$ cat src/rtl/lfsr_individual_test_top.sv
// -----------------------------------------------------------------------------
// lfsr_individual_test_top
//
// Stand-alone wrapper around a Fibonacci XNOR LFSR core for board and bench
// bring-up. On reset the LFSR state and a compare copy of the seed are loaded
// from i_seed_data. While i_enable is high the LFSR advances once per clock,
// and o_lfsr_done pulses for one cycle each time the state comes back round
// to the loaded seed.
//
// The core (lfsr_xnor_core) is width-parameterised so other projects can
// reuse it; this top fixes the width at 5 bits by default.
//
// Ports (top):
//   i_clk        in   1         system clock, rising edge
//   i_rst        in   1         synchronous reset, active-low
//   i_enable     in   1         1 = advance LFSR this cycle, 0 = hold
//   i_seed_data  in   NUM_BITS  seed, sampled only while i_rst = 0
//   o_lfsr_data  out  NUM_BITS  current LFSR state (registered)
//   o_lfsr_done  out  1         1-cycle pulse: state just returned to seed
// -----------------------------------------------------------------------------

// -----------------------------------------------------------------------------
// lfsr_xnor_core
//
// Fibonacci LFSR with XNOR feedback. The feedback bit is the XNOR of every
// tapped state bit and is shifted in at bit 0. Because of the XNOR, all-zeros
// is a legal state; all-ones is the lock-up state (it maps to itself).
//
// Ports:
//   clk        in   1         clock, rising edge
//   rst_n      in   1         synchronous reset, active-low; loads seed
//   enable     in   1         advance one step this cycle
//   seed       in   NUM_BITS  value loaded into state and the compare copy
//   state      out  NUM_BITS  registered LFSR state
//   done       out  1         registered pulse: the last step landed on seed
// -----------------------------------------------------------------------------
module lfsr_xnor_core #(
    parameter int NUM_BITS = 5
) (
    input  logic                clk,
    input  logic                rst_n,
    input  logic                enable,
    input  logic [NUM_BITS-1:0] seed,
    output logic [NUM_BITS-1:0] state,
    output logic                done
);

    // Maximal-length XNOR tap table, one bit per tapped state position.
    // The top bit (NUM_BITS-1) is always part of the tap set. Widths
    // outside 3..12 have no entry and yield an empty mask.
    function automatic logic [11:0] tap_table(input int n);
        logic [11:0] mask;
        case (n)
            3:       mask = 12'h006;  // bits 2,1
            4:       mask = 12'h00C;  // bits 3,2
            5:       mask = 12'h014;  // bits 4,2   (x^5 + x^3 + 1)
            6:       mask = 12'h030;  // bits 5,4
            7:       mask = 12'h060;  // bits 6,5
            8:       mask = 12'h0B8;  // bits 7,5,4,3
            9:       mask = 12'h110;  // bits 8,4
            10:      mask = 12'h240;  // bits 9,6
            11:      mask = 12'h500;  // bits 10,8
            12:      mask = 12'h829;  // bits 11,5,3,0
            default: mask = 12'h000;
        endcase
        return mask;
    endfunction

    localparam logic [11:0]         TAP_TABLE_ENTRY = tap_table(NUM_BITS);
    localparam logic [NUM_BITS-1:0] TAP_MASK        = TAP_TABLE_ENTRY[NUM_BITS-1:0];

    logic [NUM_BITS-1:0] state_reg;
    logic [NUM_BITS-1:0] state_next;
    logic [NUM_BITS-1:0] seed_reg;
    logic [NUM_BITS-1:0] tapped;
    logic                done_reg;
    logic                done_next;
    logic                feedback;

    // Gate each state bit by its tap-mask bit; untapped positions contribute
    // a zero, which leaves the XNOR reduction below unchanged.
    generate
        for (genvar gi = 0; gi < NUM_BITS; gi++) begin : g_tap
            assign tapped[gi] = state_reg[gi] & TAP_MASK[gi];
        end
    endgenerate

    // XNOR of all tapped bits. For two taps this is plain a XNOR b; for four
    // taps it is the inverted parity of the four, matching the XNOR table.
    assign feedback = ~^tapped;

    always_comb begin
        state_next = state_reg;
        done_next  = 1'b0;
        if (enable) begin
            state_next = {state_reg[NUM_BITS-2:0], feedback};
            // Compare the value about to be loaded, so the registered pulse
            // lines up with the cycle in which state shows the seed again.
            done_next  = (state_next == seed_reg);
        end
    end

    // Reset wins over enable; the seed is captured only during reset so
    // later changes on the seed input are ignored.
    always_ff @(posedge clk) begin
        if (!rst_n) begin
            state_reg <= seed;
            seed_reg  <= seed;
            done_reg  <= 1'b0;
        end else begin
            state_reg <= state_next;
            done_reg  <= done_next;
        end
    end

    assign state = state_reg;
    assign done  = done_reg;

endmodule

module lfsr_individual_test_top #(
    parameter int NUM_BITS = 5
) (
    input  logic                i_clk,
    input  logic                i_rst,
    input  logic                i_enable,
    input  logic [NUM_BITS-1:0] i_seed_data,
    output logic [NUM_BITS-1:0] o_lfsr_data,
    output logic                o_lfsr_done
);

    lfsr_xnor_core #(
        .NUM_BITS (NUM_BITS)
    ) u_core (
        .clk    (i_clk),
        .rst_n  (i_rst),
        .enable (i_enable),
        .seed   (i_seed_data),
        .state  (o_lfsr_data),
        .done   (o_lfsr_done)
    );

endmodule

$ cat config.mk
export PLATFORM = sky130hd
export DESIGN_NAME = lfsr_individual_test_top
export DESIGN_NICKNAME = d
export VERILOG_FILES = /design/src/rtl/lfsr_individual_test_top.sv
export SDC_FILE = /design/constraint.sdc
export NUM_CORES = 1
export LEC_CHECK = 0
export BUFFER_PORTS_ARGS = -buffer_cell sky130_fd_sc_hd__buf_4
export CAP_MARGIN = 10
export CELL_PAD_IN_SITES_DETAIL_PLACEMENT = 1
export CELL_PAD_IN_SITES_GLOBAL_PLACEMENT = 1
export CORE_MARGIN = 1.5
export CORE_UTILIZATION = 34
export DETAILED_ROUTE_END_ITERATION = 8
export MAX_ROUTING_LAYER = met4
export PLACE_DENSITY = 0.81
export RECOVER_POWER = 25
export SYNTH_ARGS = -nofsm -noshare
export SYNTH_HDL_FRONTEND = slang
export SYNTH_SLANG_ARGS = --single-unit
export TNS_END_PERCENT = 10
$ cat constraint.sdc
create_clock -name i_clk -period 1.2 [get_ports i_clk]
set_clock_uncertainty 0.05 [all_clocks]
set_input_delay 0.18 -clock i_clk [delete_from_list [all_inputs] [get_ports i_clk]]
set_output_delay 0.18 -clock i_clk [all_outputs]
set_load 0.05 [all_outputs]
After elaboration in Yosys (flattened, before gate mapping) --
Index checks and enable logic that the tools add are counted.
Cells by class: eq/ne operators 2, muxes and demuxes 2, reductions and logical operators 2
Operator list (count):
- two-way mux 5 bit | 2
- equality test 5 bit | 1
- XNOR reduction 5 bit | 1
- inequality test 2 x 1 -> 1 bit, second input constant | 1
- AND reduction 2 bit | 1
Word-level totals: register bits after elaboration 11, bits of input ports 8, output and inout bits 6

Logic depth before layout (Yosys ltp) --
Gate-level depths: netlist (run 1).
depth after elaboration 3, mapped depth 3, mapped depth without buffers 3

Worst setup path before layout (run 1) --
No wires, ideal clock.
path kind register -> register, from register u_core.state_reg[2] (netlist: u_core.state[2]), to register u_core.state_reg[0] (netlist: u_core.state[0]), data pin, setup time 0.260 ns, data arrival time 1.123 ns, required time 0.890 ns, slack -0.233 ns, stages on the path, launching flop included 3, buffers on the path 0, cell sequence edfxtp_1 xnor2_1 mux2_2
Between the ends: cells in the longest elaborated chain, start to end 3
Ends and longest elaborated chain:
- start, declared | line 72 | logic [NUM_BITS-1:0] state_reg;
- start signal, assigned | line 111 | state_reg <= state_next;
- XNOR reduction 5 bit | line 90 | assign feedback = ~^tapped;
- two-way mux 5 bit | line 95 | if (enable) begin
- two-way mux 5 bit | line 106 | if (!rst_n) begin
Every way passes these cells. The select of a mux whose other input is x is not followed. A chain may end at the register's enable or synchronous reset.

Worst setup path in the final report (run 1) --
from register u_core.state_reg[2] (netlist: u_core.state[2]), to output port o_lfsr_data[2]
RTL lines:
- end, declared | line 128 | output logic [NUM_BITS-1:0] o_lfsr_data,
No word-level cell between the ends.

==> results of run 1 <==
==> cells in the mapped netlist (all sizes together) <==
library cell / n / share of area
edfxtp: 10 / 0.64
mux2: 5 / 0.12
inv: 4 / 0.032
xnor2: 2 / 0.037
a222oi: 1 / 0.021
and4bb: 1 / 0.027
buf: 1 / 0.011
dfxtp: 1 / 0.043
nand2b: 1 / 0.013
o2111ai: 1 / 0.019
o22a: 1 / 0.021
xor2: 1 / 0.019
==> cells by family after synthesis <==
kind of cell              share of synthesized area
AOI/OAI and AO/OA                           0.06118
xor gates and xnor gates                    0.05586
buffers and inverters                       0.04253
DFF                                          0.6809
muxes                                        0.1197
and+or+nand+nor                             0.03990
==> routing by layer <==
layer  vias to the layer above  global-route usage  part of all wire
met5                         -                   -                 0
met4                         0             0.07500                 0
met3                         0             0.01667             0.055
met2                        10              0.2460              0.51
met1                       147              0.1731              0.43
li1                        147                   -                 -
==> repair_timing <==
item	4_1_cts	5_1_grt
endpoints found under the setup margin	2	4
setup buffers	0	0
resized for setup	2	3
endpoints found under the hold margin	0	0
==> layout make-up <==
cell class | count | share of cell area
inverters | 4 | 0.02395
multi-input cells | 13 | 0.2076
flip-flops and latches | 11 | 0.5110
well taps | 15 | 0.02994
repair buffers | 14 | 0.1856
clock buffers | 4 | 0.04192
==> final timing paths <==
path | start | to | slack, ns | cells after the start
hold / removal | i_seed_data[0] | u_core.seed_reg[0]$_DFFE_PN_ | 0.07 | 1
setup reg to reg | u_core.state[4]$_DFFE_PP_ | u_core.done$_SDFF_PN0_ | -0.01 | 3
hold reg to reg | u_core.state[3]$_DFFE_PP_ | u_core.state[4]$_DFFE_PP_ | 0.60 | 1
setup / recovery | u_core.state[2]$_DFFE_PP_ | o_lfsr_data[2] | -0.02 | 2
==> power by group through the flow <==
stage	clock network, mW	registers (mW)	logic, mW
5_1_grt	0.277	0.492	0.235
3_5_place_dp	0	0.494	0.211
2_1_floorplan	0	0.563	0.0649
3_3_place_gp	0	0.490	0.207
4_1_cts	0.259	0.485	0.217
6_report	0.249	0.487	0.219
==> through the flow <==
step                      setup TNS [ns]  instances  area, µm²    util
after detailed placement        -0.01577         57      589.3  0.4529
after floorplan                  -0.7121         29      470.5       -
final                           -0.02398         61      626.9  0.4817
after CTS                       -0.04159         61      623.1  0.4788
after global routing             -0.1275         61      626.9  0.4817
after global placement                 0         57      589.3  0.4529
==> flow_metrics.tcl, run 1 <==
set metrics [dict create \
    initial_core_util 0.3615 \
    crit_fanout 4 \
    ant_nets 0 \
    max_slew_margin 0.7323 \
    most-common-layout-cells "edfxtp_1 (10), clkbuf_4 (7), mux2_2 (5), inv_1 (4), buf_4 (4)" \
    routedWlPerCell_um 14.07 \
    syn_nets 37 \
    setup_viol 2 \
    htree_levels 1 \
    clk_path_buf_depth 2 \
    io_buffers 13 \
    path_delay_family "flip-flops" \
    maxSlewViolCount 0 \
    worst_slew_pin_slew_ns 0.4016 \
    drv_cap 0 \
    multiInputGateArea_um2 130.1 \
    post_route_cells_drive_above_1_share 0.4783 \
    fp.dieH_um 40.20 \
    viasPerCell 4.984 \
    core_um2 1301 \
    hold_viol_final 0 \
    cts_root_buf "clkbuf_4" \
    power_frac_seq 0.510 \
    antenna_found_initial 0 \
    seq_area_frac_synth 0.6809 \
    yosysWarningCount 0 \
    cts_hold_buf 0 \
    yosys_register_bits 11 \
    gr-usage-all-layers 0.1468 \
    place_ws_ns -0.01577 \
    overflow 0 \
    p_leak_nw 0.2501 \
    final_common_cell "edfxtp_1" \
    worstPathBufferInverterCount 2 \
    p_sw_frac 0.2817 \
    die_width_um 40.20 \
    critPathSlowestCell "edfxtp_1" \
    synth.distinct_cells 12 \
    synth_area_per_cell_um2 16.22 \
    startpoint_type "flop" \
    violations "setup timing" \
    final_nets 55 \
    die_area_um2 1616 \
    p_int_uw 685.7 \
    dr.pass1.iters 4 \
    drc 0 \
    rsz0062_at_grt "true" \
    fp-row-count 13 \
    cts_buffers 3 \
    syn_area_um2 470.5 \
    peakVddDrop_mv 0.7212 \
    wirelength_um 858 \
    clkPwrFrac 0.261 \
    layout.area.seq_um2 320.3 \
    hold_path_class "in2reg" \
    crit_path_end_kind "primary output" \
    slowest_delay_ns 0.43 \
    insertion_delay_ns 0.26 \
    p_per_area_nw_per_um2 1523 \
    nFillCells 142 \
    via_count 304 \
    ios 14 \
    period_needed_ns 1.215 \
    first_global_vias 317 \
    tritoncts "yes" \
    area_growth_syn_to_layout_pct 33.24 \
    clkSinkCount 11 \
    grt_max_degree 9 \
    syn_inst 29 \
    clkTransAtPathRegs_ns 0.07 \
    combPwrFrac 0.229 \
    critPathKind "reg2out" \
    place_congestion 0.7324 \
    cp_data_arrival_time_ns 0.99 \
    finalPower_uw 954.6 \
    status "complete, but fails checks" \
    crit_required_ns 0.97 \
    drtIter0Drc 3 \
    diodes 0 \
    max_freq_mhz 823.0 \
    period_share 1.013 \
    holdWs_ns 0.06925 \
    grt_pass1_wl_um 1449 \
    finalWorstSetupSlack_ns -0.01510 \
    crit_path_cell_trace "buf_6 > buf_8" \
    p_sw_uw 268.9 \
]
(Power assumes the default switching activity.)
==> run 2: changes to the inputs <==
- CORE_AREA: unset -> 2 2 39 41
- CORE_MARGIN: 1.5 -> unset
- CORE_UTILIZATION: 34 -> unset
- CTS_BUF_LIST: unset -> sky130_fd_sc_hd__clkbuf_16
- DIE_AREA: unset -> 0 0 41 43
- clock period: 1.2 -> 1.54 ns (I/O delays scaled with it)
==> flow_metrics.tcl, run 2 (synthesized netlist as in run 1, its figures left out) <==
set metrics [dict create \
    crit_required_ns 1.61 \
    startpoint_type "flop" \
    rsz0062_at_grt "false" \
    area_growth_syn_to_layout_pct 39.10 \
    routedWlPerCell_um 14.23 \
    placed_cell_area_um2 583.1 \
    viasPerCell 4.770 \
    critPathSlowestCell "edfxtp_1" \
    cts_buffers 3 \
    grt_max_degree 9 \
    hold_path_class "in2reg" \
    tns_ns 0 \
    dp.final_hpwl_um 621.6 \
    crit_path_cell_trace "xnor2_1 > xor2_1 > and4bb_2" \
    insertion_delay_ns 0.23 \
    path_delay_family "flip-flops" \
    wirelength_um 868 \
    hold_viol_final 0 \
    top_layer_used "met3" \
    max_freq_mhz 781.5 \
    final_nets 54 \
    htree_levels 1 \
    gr-usage-all-layers 0.1267 \
    antenna_found_initial 0 \
    final_common_cell "edfxtp_1" \
    r2r_slack_ns 0.26 \
    cts_hold_buf 0 \
    period_needed_ns 1.280 \
    p_per_area_nw_per_um2 1516 \
    cts_root_buf "clkbuf_16" \
    first_global_vias 300 \
    max_slew_margin 0.7225 \
    peakVddDrop_mv 0.7637 \
    critPathKind "reg2reg" \
    overflow 0 \
    initial_core_util 0.3400 \
    fp.dieH_um 43 \
    route.met2.wl_um 411 \
    whs_endpoint "u_core.seed_reg[4]$_DFFE_PN_" \
    fp-row-count 14 \
    dr.pass1.iters 4 \
    period_share 0.8309 \
    maxSlewViolCount 0 \
    ant_nets 0 \
    timing.rr.start "u_core.state[2]$_DFFE_PP_" \
    worst_slew_pin_slew_ns 0.4163 \
    multiInputGateArea_um2 130.1 \
    crit_path_end_kind "flop" \
    wl_met3_um 43 \
    layout.area.seq_um2 320.3 \
    wl_met1_um 413 \
    clkSinkCount 11 \
    die_width_um 41 \
    grt_pass1_wl_um 1393 \
    place_congestion 0.6990 \
    die_area_um2 1763 \
    crit_fanout 5 \
    clkTransAtPathRegs_ns 0.04 \
    worstPathBufferInverterCount 0 \
    drtIter0Drc 4 \
    drc 0 \
    most-common-layout-cells "edfxtp_1 (10), buf_4 (7), mux2_2 (5), inv_1 (5), clkbuf_4 (4)" \
    hp-start "i_seed_data[4]" \
    io_buffers 13 \
    p_leak_nw 0.2662 \
    post_route_cells_drive_above_1_share 0.4667 \
    postCtsSetupRepairBufs 0 \
    clk_path_buf_depth 2 \
    tritoncts "yes" \
    core_um2 1384 \
    post_cts_resized 0 \
    ff2ff_path_depth 3 \
    status "complete, no violations" \
    ios 14 \
    crit_start "u_core.state[2]$_DFFE_PP_" \
    cp_data_arrival_time_ns 1.35 \
    stdcell_area_um2 654.4 \
    slowest_delay_ns 0.47 \
    regToRegEndpoint "u_core.done$_SDFF_PN0_" \
    diodes 0 \
    drv_cap 0 \
    via_count 291 \
    hold-path-cell-count 1 \
    nFillCells 147 \
    setup_viol 0 \
]
-- run 2: cell count changes in the layout (fill, tap and decap cells not counted) --
cell       delta
inv_1         +1
buf_6         -3
clkbuf_1      -1
buf_8         -1
clkbuf_16     +3
buf_4         +3
clkbuf_4      -3
-- run 2: power by group --
group          leakage (nW)  total (mW)  switching, mW  internal [mW]
Sequential            0.108       0.382         0.0208          0.361
Clock                0.0423       0.458          0.118          0.340
Combinational         0.116       0.153         0.0913         0.0615
-- run 2: worst max-delay path by stage --
stage               slack [ns]  cells past startpoint                        end
floorplan                 0.11                      2  u_core.state[0]$_DFFE_PP_
global placement          0.35                      3     u_core.done$_SDFF_PN0_
detailed placement        0.27                      3     u_core.done$_SDFF_PN0_
CTS                       0.25                      3     u_core.done$_SDFF_PN0_
global route              0.12                      3     u_core.done$_SDFF_PN0_
finish                    0.26                      3     u_core.done$_SDFF_PN0_
-- run 2: metal layers --
metal | track usage | vias up
li1 | - | 141
met1 | 0.1565 | 138
met2 | 0.1875 | 12
met3 | 0.03141 | 0
met4 | 0.06000 | 0
met5 | - | -
-- run 2: area by class of cell --
type                            count  area share
Clock buffer                        3      0.1147
Sequential cell                    11      0.4895
Clock inverter                      1    0.005736
Inverter                            4     0.02294
Tap cell                           16     0.03059
Timing Repair Buffer               13      0.1377
Multi-Input combinational cell     13      0.1989
-- run 2: through the flow --
step / hold slack, ns / setup slack, ns / util / total power [mW] / cells
final: 0.1547 / 0.2604 / 0.4729 / 0.9922 / 61
after global routing: 0.1551 / 0.1240 / 0.4729 / 1.028 / 61
after CTS: 0.1302 / 0.2477 / 0.4783 / 1.006 / 61
after detailed placement: 0.3707 / 0.2718 / 0.4213 / 0.5436 / 57
after global placement: 0.3700 / 0.3547 / 0.4213 / 0.5405 / 57
after floorplan: 0.2799 / 0.1067 / - / 0.4891 / 29
==> run 3: changes to the inputs <==
- CORE_AREA: 2 2 39 41 -> unset
- CORE_UTILIZATION: unset -> 34
- DIE_AREA: 0 0 41 43 -> unset
- clock period: 1.54 -> 1.06 ns (I/O delays scaled with it)
==> flow_metrics.tcl, run 3 (synthesized netlist as in run 1, its figures left out) <==
set metrics [dict create \
    htree_levels 1 \
    most-common-layout-cells "edfxtp_1 (10), buf_4 (9), buf_6 (6), inv_1 (5)" \
    use_met1 0.2082 \
    peakVddDrop_mv 1.113 \
    regToRegEndpoint "u_core.state[0]$_DFFE_PP_" \
    path_delay_family "flip-flops" \
    clk_path_buf_depth 2 \
    dr.pass1.iters 3 \
    io_buffers 13 \
    overflow 0 \
    area_growth_syn_to_layout_pct 60.37 \
    wirelength_um 969 \
    final_common_cell "edfxtp_1" \
    max_freq_mhz 834.4 \
    cts_buffers 3 \
    die_width_um 39.20 \
    initial_core_util 0.3615 \
    routedWlPerCell_um 14.46 \
    globalRoute.busiestLayer "met2" \
    drc 0 \
    r2r_slack_ns -0.14 \
    p_leak_nw 0.3280 \
    place_congestion 0.7290 \
    hold_path_class "in2reg" \
    grt_use_met3 0.06936 \
    finalPower_mw 1.540 \
    final_nets 61 \
    die_area_um2 1536 \
    rsz0062_at_grt "true" \
    drv_cap 0 \
    maxSlewViolCount 0 \
    antenna_found_initial 0 \
    cts_root_buf "clkbuf_16" \
    crit_fanout 4 \
    ff2ff_path_depth 2 \
    period_needed_ns 1.199 \
    critPathSlowestCell "edfxtp_1" \
    max_slew_margin 0.8218 \
    fp-row-count 13 \
    crit_start "u_core.state[2]$_DFFE_PP_" \
    hold_viol_final 0 \
    core_um2 1301 \
    worst_path_most_repeated_cell "buf_6" \
    viasPerCell 4.761 \
    clkTransAtPathRegs_ns 0.04 \
    setup_viol 9 \
    worstPathBufferInverterCount 2 \
    violations "setup timing" \
    insertion_delay_ns 0.24 \
    tritoncts "yes" \
    grt_pass1_wl_um 1649 \
    clkSinkCount 11 \
    status "complete, but fails checks" \
    finalWorstSetupSlack_ns -0.1385 \
    slowest_delay_ns 0.44 \
    drtIter0Drc 4 \
    tns_ns -0.9841 \
    crit_cells 2 \
    critPathKind "reg2out" \
    grt_max_degree 9 \
    cp_data_arrival_time_ns 0.99 \
    via_count 319 \
    cp-endpoint "o_lfsr_data[2]" \
    startpoint_type "flop" \
    diodes 0 \
    hp-start "i_seed_data[1]" \
    p_per_area_nw_per_um2 2041 \
    worst_slew_pin_slew_ns 0.2673 \
    grt_use_met2 0.2708 \
    period_share 1.131 \
    dp.final_hpwl_um 764.4 \
    ant_nets 0 \
    cts_hold_buf 0 \
    crit_required_ns 0.85 \
    timing.rr.start "u_core.state[2]$_DFFE_PP_" \
    ios 14 \
    post_route_cells_drive_above_1_share 0.5769 \
    fp.dieH_um 39.20 \
    gr-usage-all-layers 0.1817 \
    utilization 0.5798 \
    first_global_vias 374 \
    crit_path_end_kind "primary output" \
    crit_path_cell_trace "buf_6 > buf_6" \
]
## run 3: how the worst min path moves through the flow
stage,to,slack [ns],cells past startpoint
after global placement,u_core.seed_reg[4]$_DFFE_PN_,0.30,1
after global routing,u_core.seed_reg[1]$_DFFE_PN_,0.07,1
final,u_core.seed_reg[1]$_DFFE_PN_,0.06,1
after floorplan,u_core.seed_reg[0]$_DFFE_PN_,0.21,0
after CTS,u_core.seed_reg[2]$_DFFE_PN_,0.06,1
after detailed placement,u_core.seed_reg[4]$_DFFE_PN_,0.30,1
## run 3: what timing repair did
item | CTS | global route
gates resized for setup | 10 | 1
buffers inserted | 2 | 0
pin swaps | 2 | 0
setup endpoints to repair | 8 | 9
## run 3: metal layers
layer,wire (µm),vias to the layer above
met5,0,-
met4,17,0
li1,-,153
met2,523,13
met1,386,151
met3,42,2
## run 3: final cells by class
| class | instances | area, µm² |
|---|---|---|
| timing repair buffer | 20 | 176.4 |
| multi-input combinational | 13 | 145.1 |
| clock buffer | 3 | 75.07 |
| tap | 15 | 18.77 |
| inverter | 4 | 15.01 |
| sequential | 11 | 320.3 |
| clock inverter | 1 | 3.754 |
| fill | 130 | 546.8 |
## run 3: metrics by stage
step	setup WS, ns	instances	hold WS, ns	area (µm²)
after floorplan	-0.3733	29	0.2079	470.5
after global placement	-0.08139	61	0.2959	619.3
after detailed placement	-0.1825	61	0.2975	619.3
after CTS	-0.1515	67	0.05725	754.5
after global routing	-0.1945	67	0.06565	754.5
final	-0.1385	67	0.06237	754.5
## run 3: power by group
| part | leakage [nW] | internal [mW] | switching (mW) |
|---|---|---|---|
| clock network | 0.0423 | 0.494 | 0.174 |
| logic | 0.178 | 0.162 | 0.156 |
| registers | 0.108 | 0.525 | 0.0297 |
